[config.mk]
export PLATFORM = sky130hd
export DESIGN_NAME = prog_loader
export DESIGN_NICKNAME = d
export VERILOG_FILES = /design/src/rtl/prog_loader_pkg.sv /design/src/rtl/prog_loader.sv
export SDC_FILE = /design/constraint.sdc
export NUM_CORES = 1
export LEC_CHECK = 0
export BUFFER_PORTS_ARGS = -buffer_cell sky130_fd_sc_hd__buf_2
export CAP_MARGIN = 20
export CORE_ASPECT_RATIO = 1.5
export CORE_UTILIZATION = 50
export DETAILED_ROUTE_END_ITERATION = 6
export PLACE_DENSITY = 0.79
export REMOVE_ABC_BUFFERS = 1
export SLEW_MARGIN = 5
export SYNTH_ARGS = -nofsm -noshare
export SYNTH_HDL_FRONTEND = slang
export SYNTH_SLANG_ARGS = --single-unit
[constraint.sdc]
create_clock -name clk -period 2.02 [get_ports clk]
set_clock_uncertainty 0.05 [all_clocks]
set_input_delay 0.303 -clock clk [delete_from_list [all_inputs] [get_ports clk]]
set_output_delay 0.303 -clock clk [all_outputs]
set_load 0.01 [all_outputs]
[src/rtl/prog_loader_pkg.sv]
// Shared types and constants for the boot-time program loader.
// The frame is CNT_HI CNT_LO {DAT_HI DAT_LO}*N CHK.
package prog_loader_pkg;

    typedef enum logic [2:0] {
        S_CNT_HI = 3'd0,
        S_CNT_LO = 3'd1,
        S_DAT_HI = 3'd2,
        S_DAT_LO = 3'd3,
        S_CHK    = 3'd4,
        S_DONE   = 3'd5,
        S_ERR    = 3'd6
    } t_ldr_state;

    localparam int FRAME_HDR_BYTES = 2;
    localparam int CHK_WIDTH       = 8;

    // True in every state that is still consuming frame bytes.
    function automatic logic is_loading(input t_ldr_state s);
        return (s == S_CNT_HI) || (s == S_CNT_LO) || (s == S_DAT_HI) ||
               (s == S_DAT_LO) || (s == S_CHK);
    endfunction

endpackage

[src/rtl/prog_loader.sv]
// Receives a framed program image over a byte stream, writes it into the
// instruction ROM and holds the CPU in reset until a good checksum is seen.
module prog_loader
    import prog_loader_pkg::*;
#(
    parameter int ROM_DEPTH   = 1024,
    parameter int ADDR_W      = $clog2(ROM_DEPTH),
    parameter int INSTR_WIDTH = 16
) (
    input  logic                   clk,
    input  logic                   resetN,
    input  logic                   load_req,
    input  logic                   in_valid,
    input  logic [7:0]             in_data,
    output logic                   in_ready,
    output logic                   rom_we,
    output logic [ADDR_W-1:0]      rom_addr,
    output logic [INSTR_WIDTH-1:0] rom_wdata,
    output logic                   cpu_resetN,
    output logic                   busy,
    output logic                   done,
    output logic                   error
);

    localparam logic [16:0] MAX_WORDS = 17'(ROM_DEPTH);

    // Handshake: a byte moves on a rising edge where in_valid && in_ready;
    // in_ready depends only on state, never on in_valid.
    t_ldr_state           state;
    t_ldr_state           state_nxt;
    logic [15:0]          word_left;
    logic [ADDR_W-1:0]    word_addr;
    logic [7:0]           hi_byte;
    logic [CHK_WIDTH-1:0] chk_acc;

    logic        xfer;
    logic        load_accept;
    logic [15:0] word_count;
    logic        len_bad;
    logic        chk_ok;

    assign in_ready    = is_loading(state);
    assign busy        = is_loading(state);
    assign cpu_resetN  = (state == S_DONE);
    assign xfer        = in_valid && in_ready;
    assign load_accept = load_req && ((state == S_DONE) || (state == S_ERR));
    assign word_count  = {hi_byte, in_data};
    assign len_bad     = {1'b0, word_count} > MAX_WORDS;
    assign chk_ok      = (in_data == chk_acc);

    always_ff @(posedge clk) begin
        if (!resetN) begin
            state <= S_CNT_HI;
        end else begin
            state <= state_nxt;
        end
    end

    always_comb begin
        state_nxt = state;
        case (state)
            S_CNT_HI: if (xfer) state_nxt = S_CNT_LO;
            S_CNT_LO: begin
                if (xfer) begin
                    if (len_bad)                 state_nxt = S_ERR;
                    else if (word_count == 16'd0) state_nxt = S_CHK;
                    else                         state_nxt = S_DAT_HI;
                end
            end
            S_DAT_HI: if (xfer) state_nxt = S_DAT_LO;
            S_DAT_LO: begin
                if (xfer) state_nxt = (word_left == 16'd1) ? S_CHK : S_DAT_HI;
            end
            S_CHK:    if (xfer) state_nxt = chk_ok ? S_DONE : S_ERR;
            S_DONE,
            S_ERR:    if (load_accept) state_nxt = S_CNT_HI;
            default:  state_nxt = S_CNT_HI;
        endcase
    end

    always_ff @(posedge clk) begin
        if (!resetN) begin
            word_left <= '0;
            word_addr <= '0;
            hi_byte   <= '0;
            chk_acc   <= '0;
            rom_we    <= 1'b0;
            rom_addr  <= '0;
            rom_wdata <= '0;
            done      <= 1'b0;
            error     <= 1'b0;
        end else begin
            rom_we <= 1'b0;
            if (load_accept) begin
                done      <= 1'b0;
                error     <= 1'b0;
                word_addr <= '0;
                chk_acc   <= '0;
            end else if (xfer) begin
                // The accumulator always holds the sum of bytes before the current one.
                chk_acc <= chk_acc + in_data;
                case (state)
                    S_CNT_HI: hi_byte <= in_data;
                    S_CNT_LO: begin
                        word_left <= word_count;
                        if (len_bad) error <= 1'b1;
                    end
                    S_DAT_HI: hi_byte <= in_data;
                    S_DAT_LO: begin
                        rom_we    <= 1'b1;
                        rom_addr  <= word_addr;
                        rom_wdata <= {hi_byte, in_data};
                        word_addr <= word_addr + 1'b1;
                        word_left <= word_left - 16'd1;
                    end
                    S_CHK: begin
                        if (chk_ok) done  <= 1'b1;
                        else        error <= 1'b1;
                    end
                    default: ;
                endcase
            end
        end
    end

endmodule

* Yosys cells after proc, flatten, opt, wreduce, memory -nomap -nowiden *
Cells that the tools add are included.
Widths: inputs -> output; s select.

storage, ports and cells
  flip-flop bits (word level) = 74
  word-level logic and storage cells = 71
  output and inout port bits = 32
  input bits = 12

cells by class
  bitwise operators = 3
  order comparisons = 1
  muxes and demuxes = 16
  add/subtract/negate cells = 3
  reduce and logical (&&, ||, !) cells = 22
  equal/unequal tests = 16

operators by type and width
  cell                   count
  $pmux 16 s2            1
  $mux 3                 9
  $pmux 3 s6             1
  $eq 16x1->1 const B    1
  $gt 16x11->1 const B   1
  $logic_not 16->1       1
  $ne 2x2->1 const B     8
  $sub 16x1->16 const B  1
  $reduce_and 3->1       4
  $add 10x1->10 const B  1
  $eq 3x3->1 const B     3
  $add 8x8->8            1
  $eq 8x8->1             1
  $eq 3x2->1 const B     2
  $reduce_and 6->1       1
  $reduce_or 2->1        3
  $logic_or 1x1->1       5
  $reduce_and 4->1       1
  $reduce_bool 2->1      2
  $eq 3x1->1 const B     1
  $logic_not 3->1        1
  $mux 1                 3
  $not 1->1              3
  $reduce_or 3->1        1
  other kinds (4)        5

* Longest topological paths before layout *
  word-level depth = 8
  gate-level depth with buffers = 9
  gate-level depth less buffers = 8

* Worst setup path after synthesis *
No wires, ideal clock.

  path type = reg-to-reg
  start = register word_left[0]
  end = register word_left[14]
  cell stages (with the launch flop) = 10
  required time = 1.879 ns
  setup slack = -0.152 ns
  period minus slack after synthesis = 2.172 ns
  setup time = 0.091 ns
  arrival time = 2.031 ns
  buffers on the path = 2
  path through = dfxtp_1 > inv_1 > ha_1 > or3b_1 > buf_2 > or4_4 > buf_6 > o31ai_4 > a21oi_1 > a311oi_1

on the way
  longest elaborated chain between the ends = 2

RTL lines
  what                    line                text
  from (decl)             prog_loader.sv:31   logic [15:0] word_left;
  from (signal assigned)  prog_loader.sv:105  word_left <= word_count;
  from (signal assigned)  prog_loader.sv:114  word_left <= word_left - 16'd1;
  $sub 16x1->16           prog_loader.sv:114
  $pmux 16 s2             prog_loader.sv:102  case (state)

Every way passes these cells.
A chain may end at the register's enable or synchronous reset.

* Worst setup path in the final report *
  start = register word_left[1]
  end = register word_left[14]

Same word-level chain as after synthesis.

==> flow_summary_export.csv <==
group,metric,value,unit
drt,vias_per_cell,5.94,
placed_design,post-place-ws,-0.0267,ns
logic_synthesis,synth.mux.area_fraction,2.20,%
floorplanning,die_area,7630,um2
cells_and_area,diodes,0,
worst_hold_path,min_path_cells,3,
pwr,power_density,814,nW/um2
sta,hold_viol_final,0,
logic_synthesis,synth.most_common_cell,"nand2_1",
cells_and_area,fin_nets,542,
logic_synthesis,syn_area,3640,um2
cells_and_area,syn2layout_area_growth,18.6,%
flow_run,cap_viol_max_count,0,
sta,tightest_slew,0.552,ns
global_routing,grt_use_total,25.1,%
status,outcome,"finished with violations",
critical_path,crit_path_end_kind,"flip-flop",
sta,finalCritPeriodShare,102,%
clock_tree,cts_tree,"done",
critical_path,worstSetupPathType,"reg -> reg",
critical_path,critical_path.endpoint,"word_left[14]$_SDFFE_PN0P_",
clock_tree,clkLatencyLatePin,0.36,ns
critical_path,cp.arrival,2.26,ns
critical_path,cp_max_fo,6,
global_routing,grt_pass1_wl,15000,um
placed_design,io_buffer_count,43,
sta,fmaxAchievable,0.485,GHz
sta,maxSlewViolCount,0,
logic_synthesis,synth_top_family_by_area,"simple AND/OR/NAND/NOR gates",
drt,drtIter0Drc,215,
logic_synthesis,synth.avg_cell_area,7.84,um2
logic_synthesis,yosysSeqAreaShare,40.7,%
global_routing,antenna_found_initial,0,
logic_synthesis,synth_xor_area_share,2.89,%
logic_synthesis,synth_compound_area_share,21.2,%
sta,setup_slack,-0.0408,ns
pwr,p_leak,1.74,nW
global_routing,grt_overflow_total,0,
critical_path,r2r-start,"word_left[1]$_SDFFE_PN0P_",
sta,slew_headroom,62.8,%
drt,ant_nets,0,
critical_path,critical_path_required,2.22,ns
worst_hold_path,min_path_type,"in -> reg",
drt,wl_per_cell,15.4,um
drt,first_pass_iters,5,
floorplanning,start_util,52.4,%
logic_synthesis,yosys.area_share.adder,3.99,%
clock_tree,cts_sinks,74,
logic_synthesis,synth_edf_count,0,
logic_synthesis,ys_ff_latch,74,
pwr,power,3.51,mW
critical_path,startpoint_type,"flip-flop",
floorplanning,die-width,71.7,um
placed_design,hpwl,6630,um
critical_path,setup.reg_to_reg.worst_slack,-0.04,ns
logic_synthesis,ys_warn_count,0,
sta,period_minus_slack,2.06,ns
critical_path,startpoint,"word_left[1]$_SDFFE_PN0P_",
critical_path,rr_worst_depth,7,
sta,rsz0062_at_grt,"yes",
floorplanning,row_count,37,
pwr,ir_drop,0.418,mV
drt,drt_wl_total,9270,um
clock_tree,clk_pin_slew,0.09,ns
floorplanning,io_pins,44,
logic_synthesis,ys_top_cells_by_area,"dfxtp_1 41%, a21oi_1 8.3%, nand2_1 7.8%, nor2_1 3.9%, ha_1 3.4%",
clock_tree,root_buffer,"clkbuf_8",
drt,vias,3576,
placed_design,gp_congestion,0.952,
floorplanning,core_area,6940,um2
floorplanning,die_h,106,um
logic_synthesis,yosys.area.top_type_share,40.7,%
cells_and_area,drive_gt1_share,20.4,%
logic_synthesis,async_flop_share,0,%
logic_synthesis,synth_common_cells,"76 x nand2_1, 74 x dfxtp_1, 60 x a21oi_1, 38 x nor2_1, 30 x clkbuf_1",
sta,final-setup-viol-count,1,
drt,drc,0,
logic_synthesis,yosys.area_share.simple,24.2,%
global_routing,grt_pass1_vias,3407,
clock_tree,numCtsBuffers,9,
status,violations,"setup timing",
logic_synthesis,ys_types,55,
global_routing,grt_max_degree,33,
clock_tree,max-clock-path-buffers,2,
critical_path,r2r-end,"word_left[14]$_SDFFE_PN0P_",
logic_synthesis,synthCells,464,
clock_tree,cts-htree-levels,3,
logic_synthesis,yosys.area.top_type,"dfxtp_1",
logic_synthesis,synth_ff_type,"dfxtp_1",
==> cells by family after synthesis <==
group                    Yosys count
buffers and inverters             44
XOR/XNOR                          12
AO/OA/AOI/OAI                    126
flip-flops                        74
AND/OR/NAND/NOR                  189
adder cells (fa/ha/maj)           11
multiplexers                       8
==> worst min-delay path by stage <==
stage | from | endpoint | slack (ns)
finish | in_data[7] | rom_wdata[7]$_SDFFE_PN0P_ | 0.23
global route | in_data[7] | rom_wdata[7]$_SDFFE_PN0P_ | 0.25
CTS | in_data[7] | rom_wdata[7]$_SDFFE_PN0P_ | 0.23
detailed placement | rom_addr[3]$_SDFFE_PN0P_ | rom_addr[3]$_SDFFE_PN0P_ | 0.40
global placement | rom_addr[8]$_SDFFE_PN0P_ | rom_addr[8]$_SDFFE_PN0P_ | 0.39
floorplan | resetN | word_left[4]$_SDFFE_PN0P_ | 0.37
==> power by group <==
part / switching (mW) / internal, mW
registers: 0.0753 / 1.52
clock network: 0.621 / 0.592
logic: 0.396 / 0.306
==> placed cells by master (no fill, tap or decap), types with 4 or more instances in the layout <==
cell / instances
nor3_1: 18
buf_4: 34
buf_2: 43
nor2_1: 38
o21a_1: 4
clkbuf_8: 9
xor2_1: 7
nor4_1: 7
mux2i_1: 8
o21ai_0: 19
dfxtp_1: 72
xnor2_1: 5
ha_1: 9
nand4_1: 4
a211oi_1: 5
inv_1: 8
nand2_1: 76
and2_1: 6
a31oi_1: 4
o31ai_1: 4
o22ai_1: 4
and3_1: 5
nand3_1: 16
a21oi_1: 60
==> critical path: stages, from the launching register on <==
cell and delay (ns):
dfxtp_2 0.33, inv_2 0.07, ha_4 0.13, or3b_4 0.37
or4_4 0.48, o31ai_4 0.18, a21oi_1 0.08, a311oi_1 0.27
==> registers in the layout, summed over array words and instances, names as in the netlist <==
signal	count
rom_wdata	16
word_left	16
rom_addr	10
word_addr	10
chk_acc	8
hi_byte	8
state	3
done	1
error	1
rom_we	1
==> through the flow <==
stage / TNS (ns) / instances / util, % / hold slack (ns) / area, um2
global route: -0.200 / 602 / 62.2 / 0.250 / 4320
detailed placement: -0.0463 / 583 / 58.5 / 0.395 / 4070
global placement: -0.00464 / 583 / 58.5 / 0.389 / 4070
finish: -0.0408 / 602 / 62.2 / 0.231 / 4320
floorplan: -14.35 / 430 / - / 0.375 / 3500
CTS: -0.0670 / 601 / 62.1 / 0.231 / 4310
==> what timing repair did <==
action / CTS / global route
hold buffers: 0 / 0
setup buffers: 2 / 1
pin swaps: 4 / 3
endpoints found under the setup margin: 3 / 4
resized for setup: 9 / 0
==> cell type report <==
cell class,count,area (um2)
Tap cell,78,97.6
Multi-Input combinational cell,346,2000
Clock inverter,7,83.8
Clock buffer,9,124
Fill cell,589,2630
Inverter,10,37.5
Timing Repair Buffer,78,490
Sequential cell,74,1480
==> metal layers <==
layer	track usage (%)	up-vias	share of wire, %
li1	-	1753	-
met1	28.8	1674	41
met2	43.1	127	51
met3	3.98	22	4.3
met4	15.3	0	3.1
met5	0	-	0
No activity file was read; power rests on OpenSTA's default activity.
